<file path="config.mk">
export PLATFORM = sky130hd
export DESIGN_NAME = m_16to1_serializer
export DESIGN_NICKNAME = d
export VERILOG_FILES = /design/src/rtl/sorter_pkg.sv /design/src/rtl/m_elem_sel.sv /design/src/rtl/m_16to1_serializer.sv
export SDC_FILE = /design/constraint.sdc
export NUM_CORES = 1
export LEC_CHECK = 0
export CAP_MARGIN = 20
export CORE_ASPECT_RATIO = 1.1
export CORE_MARGIN = 5
export CORE_UTILIZATION = 50
export DETAILED_ROUTE_END_ITERATION = 10
export PLACE_DENSITY = 0.78
export REMOVE_ABC_BUFFERS = 1
export SLEW_MARGIN = 20
export SYNTH_ARGS = -nofsm -noshare
export SYNTH_HDL_FRONTEND = slang
export SYNTH_SLANG_ARGS = --single-unit
</file>
<file path="constraint.sdc">
create_clock -name clk -period 1.9 [get_ports clk]
set_input_delay 0.19 -clock clk [delete_from_list [all_inputs] [get_ports clk]]
set_output_delay 0.19 -clock clk [all_outputs]
set_load 0.02 [all_outputs]
</file>
<file path="src/rtl/sorter_pkg.sv">
// Shared definitions for the sorter network blocks and the output serializer.
//   WIDTH_DEF / N_DEF : default key width and element count
//   BEAT_W            : beat counter width (indexes 0..N_DEF-1)
//   CNT_W             : width of a resolved element count (holds 1..N_DEF)
//   state_t           : serializer FSM state type
//   resolve_count()   : maps a requested count onto 1..n (0 or >n means n)
package sorter_pkg;

  localparam int unsigned WIDTH_DEF = 3;
  localparam int unsigned N_DEF     = 16;
  localparam int unsigned BEAT_W    = $clog2(N_DEF);
  localparam int unsigned CNT_W     = BEAT_W + 1;

  typedef enum logic [0:0] {
    ST_IDLE   = 1'b0,
    ST_STREAM = 1'b1
  } state_t;

  function automatic logic [CNT_W-1:0] resolve_count(input logic [4:0] req,
                                                      input int unsigned n);
    logic [CNT_W-1:0] res;
    if ((req == 5'd0) || (int'(req) > int'(n))) begin
      res = CNT_W'(n);
    end else begin
      res = CNT_W'(req);
    end
    return res;
  endfunction

endpackage

</file>
<file path="src/rtl/m_elem_sel.sv">
// N-to-1 element multiplexer for the serializer.
//   vec_i  : packed vector, element k at [(k+1)*WIDTH-1 : k*WIDTH]
//   idx_i  : beat index b
//   desc_i : 0 selects element b, 1 selects element N-1-b
//   elem_o : selected element
module m_elem_sel
  import sorter_pkg::*;
#(
  parameter int unsigned WIDTH = WIDTH_DEF,
  parameter int unsigned N     = N_DEF
) (
  input  logic [N*WIDTH-1:0] vec_i,
  input  logic [BEAT_W-1:0]  idx_i,
  input  logic               desc_i,
  output logic [WIDTH-1:0]   elem_o
);

  logic [BEAT_W-1:0] sel_s;

  // Mirror the index for descending order, then pick the element.
  always_comb begin
    sel_s  = idx_i;
    elem_o = {WIDTH{1'b0}};
    if (desc_i) begin
      sel_s = BEAT_W'(N - 1) - idx_i;
    end else begin
      sel_s = idx_i;
    end
    elem_o = vec_i[int'(sel_s)*int'(WIDTH) +: WIDTH];
  end

endmodule

</file>
<file path="src/rtl/m_16to1_serializer.sv">
// Serializes a latched sorted vector into a ready/valid stream of elements.
//   clk, rst_n          : clock (rising edge), asynchronous active-low reset
//   in_valid/in_ready   : vector handshake; in_data, in_desc, in_count captured
//   flush               : synchronous abort of the current stream
//   out_valid/out_ready : element handshake; out_data, out_idx, out_last per beat
//   busy                : FSM is streaming
module m_16to1_serializer
  import sorter_pkg::*;
#(
  parameter int unsigned WIDTH = WIDTH_DEF,
  parameter int unsigned N     = N_DEF
) (
  input  logic               clk,
  input  logic               rst_n,
  input  logic               in_valid,
  output logic               in_ready,
  input  logic [N*WIDTH-1:0] in_data,
  input  logic               in_desc,
  input  logic [4:0]         in_count,
  input  logic               flush,
  output logic               out_valid,
  input  logic               out_ready,
  output logic [WIDTH-1:0]   out_data,
  output logic [3:0]         out_idx,
  output logic               out_last,
  output logic               busy
);

  state_t               state_q, state_d;
  logic [BEAT_W-1:0]    beat_q,  beat_d;
  logic [CNT_W-1:0]     cnt_q,   cnt_d;
  logic [N*WIDTH-1:0]   vec_q,   vec_d;
  logic                 desc_q,  desc_d;

  logic                 streaming_s;
  logic                 is_last_s;
  logic                 capture_s;
  logic                 transfer_s;
  logic [WIDTH-1:0]     elem_s;

  m_elem_sel #(
    .WIDTH (WIDTH),
    .N     (N)
  ) u_elem_sel (
    .vec_i  (vec_q),
    .idx_i  (beat_q),
    .desc_i (desc_q),
    .elem_o (elem_s)
  );

  // Handshake decode; a new vector may be accepted while the last beat leaves.
  always_comb begin
    streaming_s = (state_q == ST_STREAM);
    is_last_s   = streaming_s && ({1'b0, beat_q} == (cnt_q - CNT_W'(1)));
    transfer_s  = streaming_s && out_ready;
    in_ready    = (state_q == ST_IDLE) ||
                  (is_last_s && out_ready && !flush);
    capture_s   = in_valid && in_ready && !flush;
  end

  // Next-state: flush beats capture beats beat advance.
  always_comb begin
    state_d = state_q;
    beat_d  = beat_q;
    cnt_d   = cnt_q;
    vec_d   = vec_q;
    desc_d  = desc_q;
    if (flush) begin
      state_d = ST_IDLE;
      beat_d  = {BEAT_W{1'b0}};
    end else if (capture_s) begin
      state_d = ST_STREAM;
      beat_d  = {BEAT_W{1'b0}};
      cnt_d   = resolve_count(in_count, N);
      vec_d   = in_data;
      desc_d  = in_desc;
    end else if (transfer_s) begin
      if (is_last_s) begin
        // Clear rather than increment so b never passes count-1.
        state_d = ST_IDLE;
        beat_d  = {BEAT_W{1'b0}};
      end else begin
        beat_d  = beat_q + BEAT_W'(1);
      end
    end else begin
      state_d = state_q;
    end
  end

  // State and datapath registers.
  always_ff @(posedge clk or negedge rst_n) begin
    if (!rst_n) begin
      state_q <= ST_IDLE;
      beat_q  <= {BEAT_W{1'b0}};
      cnt_q   <= CNT_W'(N);
      vec_q   <= {(N*WIDTH){1'b0}};
      desc_q  <= 1'b0;
    end else begin
      state_q <= state_d;
      beat_q  <= beat_d;
      cnt_q   <= cnt_d;
      vec_q   <= vec_d;
      desc_q  <= desc_d;
    end
  end

  // Outputs are pure decodes of registered state; data is zero outside a stream.
  always_comb begin
    out_valid = streaming_s;
    busy      = streaming_s;
    out_last  = is_last_s;
    out_idx   = 4'(beat_q);
    if (streaming_s) begin
      out_data = elem_s;
    end else begin
      out_data = {WIDTH{1'b0}};
    end
  end

endmodule

</file>
==> impl_metrics.tcl <==
set metrics [dict create \
    run_status "complete, but fails checks" \
    timing.slew.headroom_pct 67.1 \
    nNetsFinal 720 \
    setup_repair_after_global_routing_missed_its_margin "yes" \
    synth_compound_area_share_pct 20.3 \
    drt_pre_antenna_iters 6 \
    cap_violations 0 \
    place_ws_ns -0.516 \
    grt_use_total_pct 32.0 \
    timing.critical_path.max_delay_family "multiplexers" \
    required_ns 1.71 \
    worst_setup_path_category "reg2out" \
    final_core_util_pct 77.6 \
    initial_antenna_violation_count 0 \
    floorplan.die_area_sq_um 11000 \
    cts.reportedPaths.clkPinSlew_ns 0.07 \
    final_common_cell "buf_4" \
    worstReg2RegStart "cnt_q[0]" \
    synth.lib_cells_used.distinct 46 \
    r2r_endpoint "cnt_q[0]" \
    clock_skew_ns 0.00777 \
    row_count 36 \
    ant_nets 0 \
    ys_seq_elements 59 \
    gr-total-overflow 0 \
    synth.cell_area_sq_um 4520 \
    synth_top_family_by_area "simple AND/OR/NAND/NOR gates" \
    largest_net_degree_at_the_start_of_global_routing 50 \
    start_kind "flop" \
    post_synth_xor_area_fraction_pct 2.27 \
    largest_fanout_of_any_net_on_the_critical_path 8 \
    synthToLayoutAreaGrowth_pct 51.6 \
    synthMuxAreaShare_pct 9.94 \
    antennaDiodeCount 0 \
    io_buffer_count 69 \
    fraction_of_the_cycle_the_final_worst_path_needs_pct 128 \
    yosys.area_share.simple_pct 27.4 \
    tritoncts "built" \
    synth_flop_cell "dfrtp_1" \
    drcViolationCount 0 \
    vias_in_the_first_global_route 5312 \
    global_route_wire_length_before_repair_microns 27500 \
    floorplan.core_area_sq_um 8830 \
    cts_num_sinks 59 \
    wirelength_per_cell_microns 23.6 \
    violations "setup timing" \
    vdd_drop_max_mv 0.434 \
    clk_root_buffer_cell "clkbuf_8" \
    power_per_cell_area_nw_per_um2 799 \
    power.leakage_nw 2.52 \
    cts_inserted_buffers 9 \
    cts.htree.levels 3 \
    cpMostUsedCell "a21oi_1" \
    setup.reg_to_reg.worst_slack_ns -0.32 \
    setup_slack_ns -0.532 \
    nFillCells 538 \
    initial_utilization_pct 51.2 \
    hpwl_microns 9500 \
    drive_gt1_share_pct 31.1 \
    die-width_microns 101 \
    critPathMaxStageDelay_ns 0.53 \
    synthesis.area_per_instance_sq_um 8.69 \
    slew_viol_final 0 \
    ctsLongestPathBuffers 2 \
    fin_tns_setup_ns -15.02 \
    top_level_ports 70 \
    worst-r2r-cell-count 12 \
    achievable-frequency_mhz 411 \
    vias 5390 \
    async_reset_ff_share_pct 100 \
    critPathCaptureType "output port" \
    fin_worst_hold_slack_ns 0.340 \
    synth_edf_count 0 \
    crit_path_cell_trace "buf_12 -> buf_6 -> mux4_2 -> a21oi_1 -> nor3_1 -> a21oi_1 -> nor2_1 -> buf_2" \
    worstPathArrival_ns 2.24 \
    final_cell_mix "78 x buf_4, 67 x a21oi_1, 61 x clkdlybuf4s50_1" \
    cp.depth 8 \
    min-delay-path-class "in2async" \
    seq_area_frac_synth_pct 32.7 \
    postSynthCellCount 520 \
    hold_viol 0 \
    worst_skew_pair_latency_ns 0.36 \
    initialDrtViolationCount 618 \
    setup_viol 63 \
    viasPerCell 6.95 \
    synthesis.yosys.warnings 0 \
    post-route-min-period_ns 2.43 \
    synth_fa_ha_area_share_pct 0.831 \
    place_congestion 0.851 \
    die_height_microns 110 \
    max_slew.worst_pin.slew_ns 0.493 \
    routed_wl_microns 18300 \
    cp_slowest_cell "mux4_2" \
    cp.buffers_inverters 3 \
]
logic make-up after synthesis:
family                     after synthesis
AOI/OAI and AO/OA                      143
xor gates and xnor gates                10
adders and majority gates                3
buffers and inverters                   66
DFF                                     59
muxes                                   25
and+or+nand+nor                        214
worst register-to-register path, cell delays in order (launching register included):
cell and delay (ns):
dfrtp_1 0.42, inv_2 0.10, ha_4 0.15, buf_6 0.09
nand2b_1 0.11, a21oi_4 0.18, buf_6 0.13, o211ai_4 0.10
buf_6 0.15, buf_4 0.13, buf_6 0.12, or4_4 0.42
nand3_2 0.09
how the worst max path moves through the flow:
stage,slack (ns),from,end
after detailed placement,-0.52,out_idx[1],out_data[1]
after global placement,-0.49,out_idx[1],out_data[1]
after global routing,-0.60,out_idx[1],out_data[1]
after floorplan,-3.41,busy,out_idx[1]
after CTS,-0.45,out_idx[1],out_data[1]
final,-0.53,out_idx[1],out_data[0]
state kept, by name, indices dropped and copies added, names as in the netlist:
signal   count
busy         1
cnt_q        5
desc_q       1
out_idx      4
vec_q       48
routing by layer:
metal / share of wire, % / vias to the layer above / wire [microns] / track usage (%)
li1: - / 2279 / - / -
met1: 37 / 2629 / 6750 / 38.9
met2: 48 / 365 / 8850 / 52.9
met3: 7.9 / 117 / 1450 / 5.20
met4: 6.7 / 0 / 1230 / 19.9
met5: 0 / - / 0 / 0
Yosys cell counts, types with 2 or more instances:
library cell,number,area [sq um]
a211oi_1,2,15.0
a21oi_1,70,350
and2_1,2,12.5
buf_1,8,30.0
buf_2,15,75.1
buf_4,2,15.0
buf_6,3,33.8
clkbuf_1,34,128
dfrtp_1,58,1450
ha_1,3,37.5
inv_1,4,15.0
mux2_2,9,101
mux4_2,15,338
nand2_1,55,206
nand2b_1,9,56.3
nand3_1,10,50.1
nand3b_1,3,22.5
nand4_1,50,313
nand4b_1,2,17.5
nor2_1,10,37.5
nor3_1,9,45.0
nor3b_1,51,383
o211ai_1,56,420
o21ai_0,3,15.0
o221ai_1,2,17.5
o22ai_1,2,12.5
or3_1,2,12.5
or3b_2,2,17.5
or4_1,6,45.0
xnor2_1,3,26.3
xor2_1,5,43.8
area by class of cell:
class	count	area, sq um	share of cell area [%]
clock buffers	14	183	2.67
clock inverters	1	30.0	0.438
well taps	114	143	2.08
multi-input cells	395	2970	43.3
repair buffers	189	2030	29.6
flip-flops and latches	59	1490	21.7
inverters	4	15.0	0.219
where the power goes:
group / internal [mW] / total, mW / switching (mW)
sequential: 1.52 / 1.85 / 0.329
combinational: 1.29 / 2.36 / 1.06
clock: 0.743 / 1.27 / 0.530
total: 3.55 / 5.48 / 1.92
what timing repair did:
item	4_1_cts	5_1_grt
hold buffers	1	0
cloned	10	1
setup buffers	23	3
pin swaps	64	14
endpoints found under the hold margin	16	0
endpoints found under the setup margin	65	64
resized for setup	86	23
per-stage QoR:
stage                     cell area [sq um]  total power [mW]  instances
after floorplan                        4240              2.71        458
after global placement                 5840              3.53        725
after detailed placement               5840              3.62        725
after CTS                              6720              5.19        774
after global routing                   6850              5.67        776
final                                  6850              5.48        776
Power figures use the tool's default switching activity.
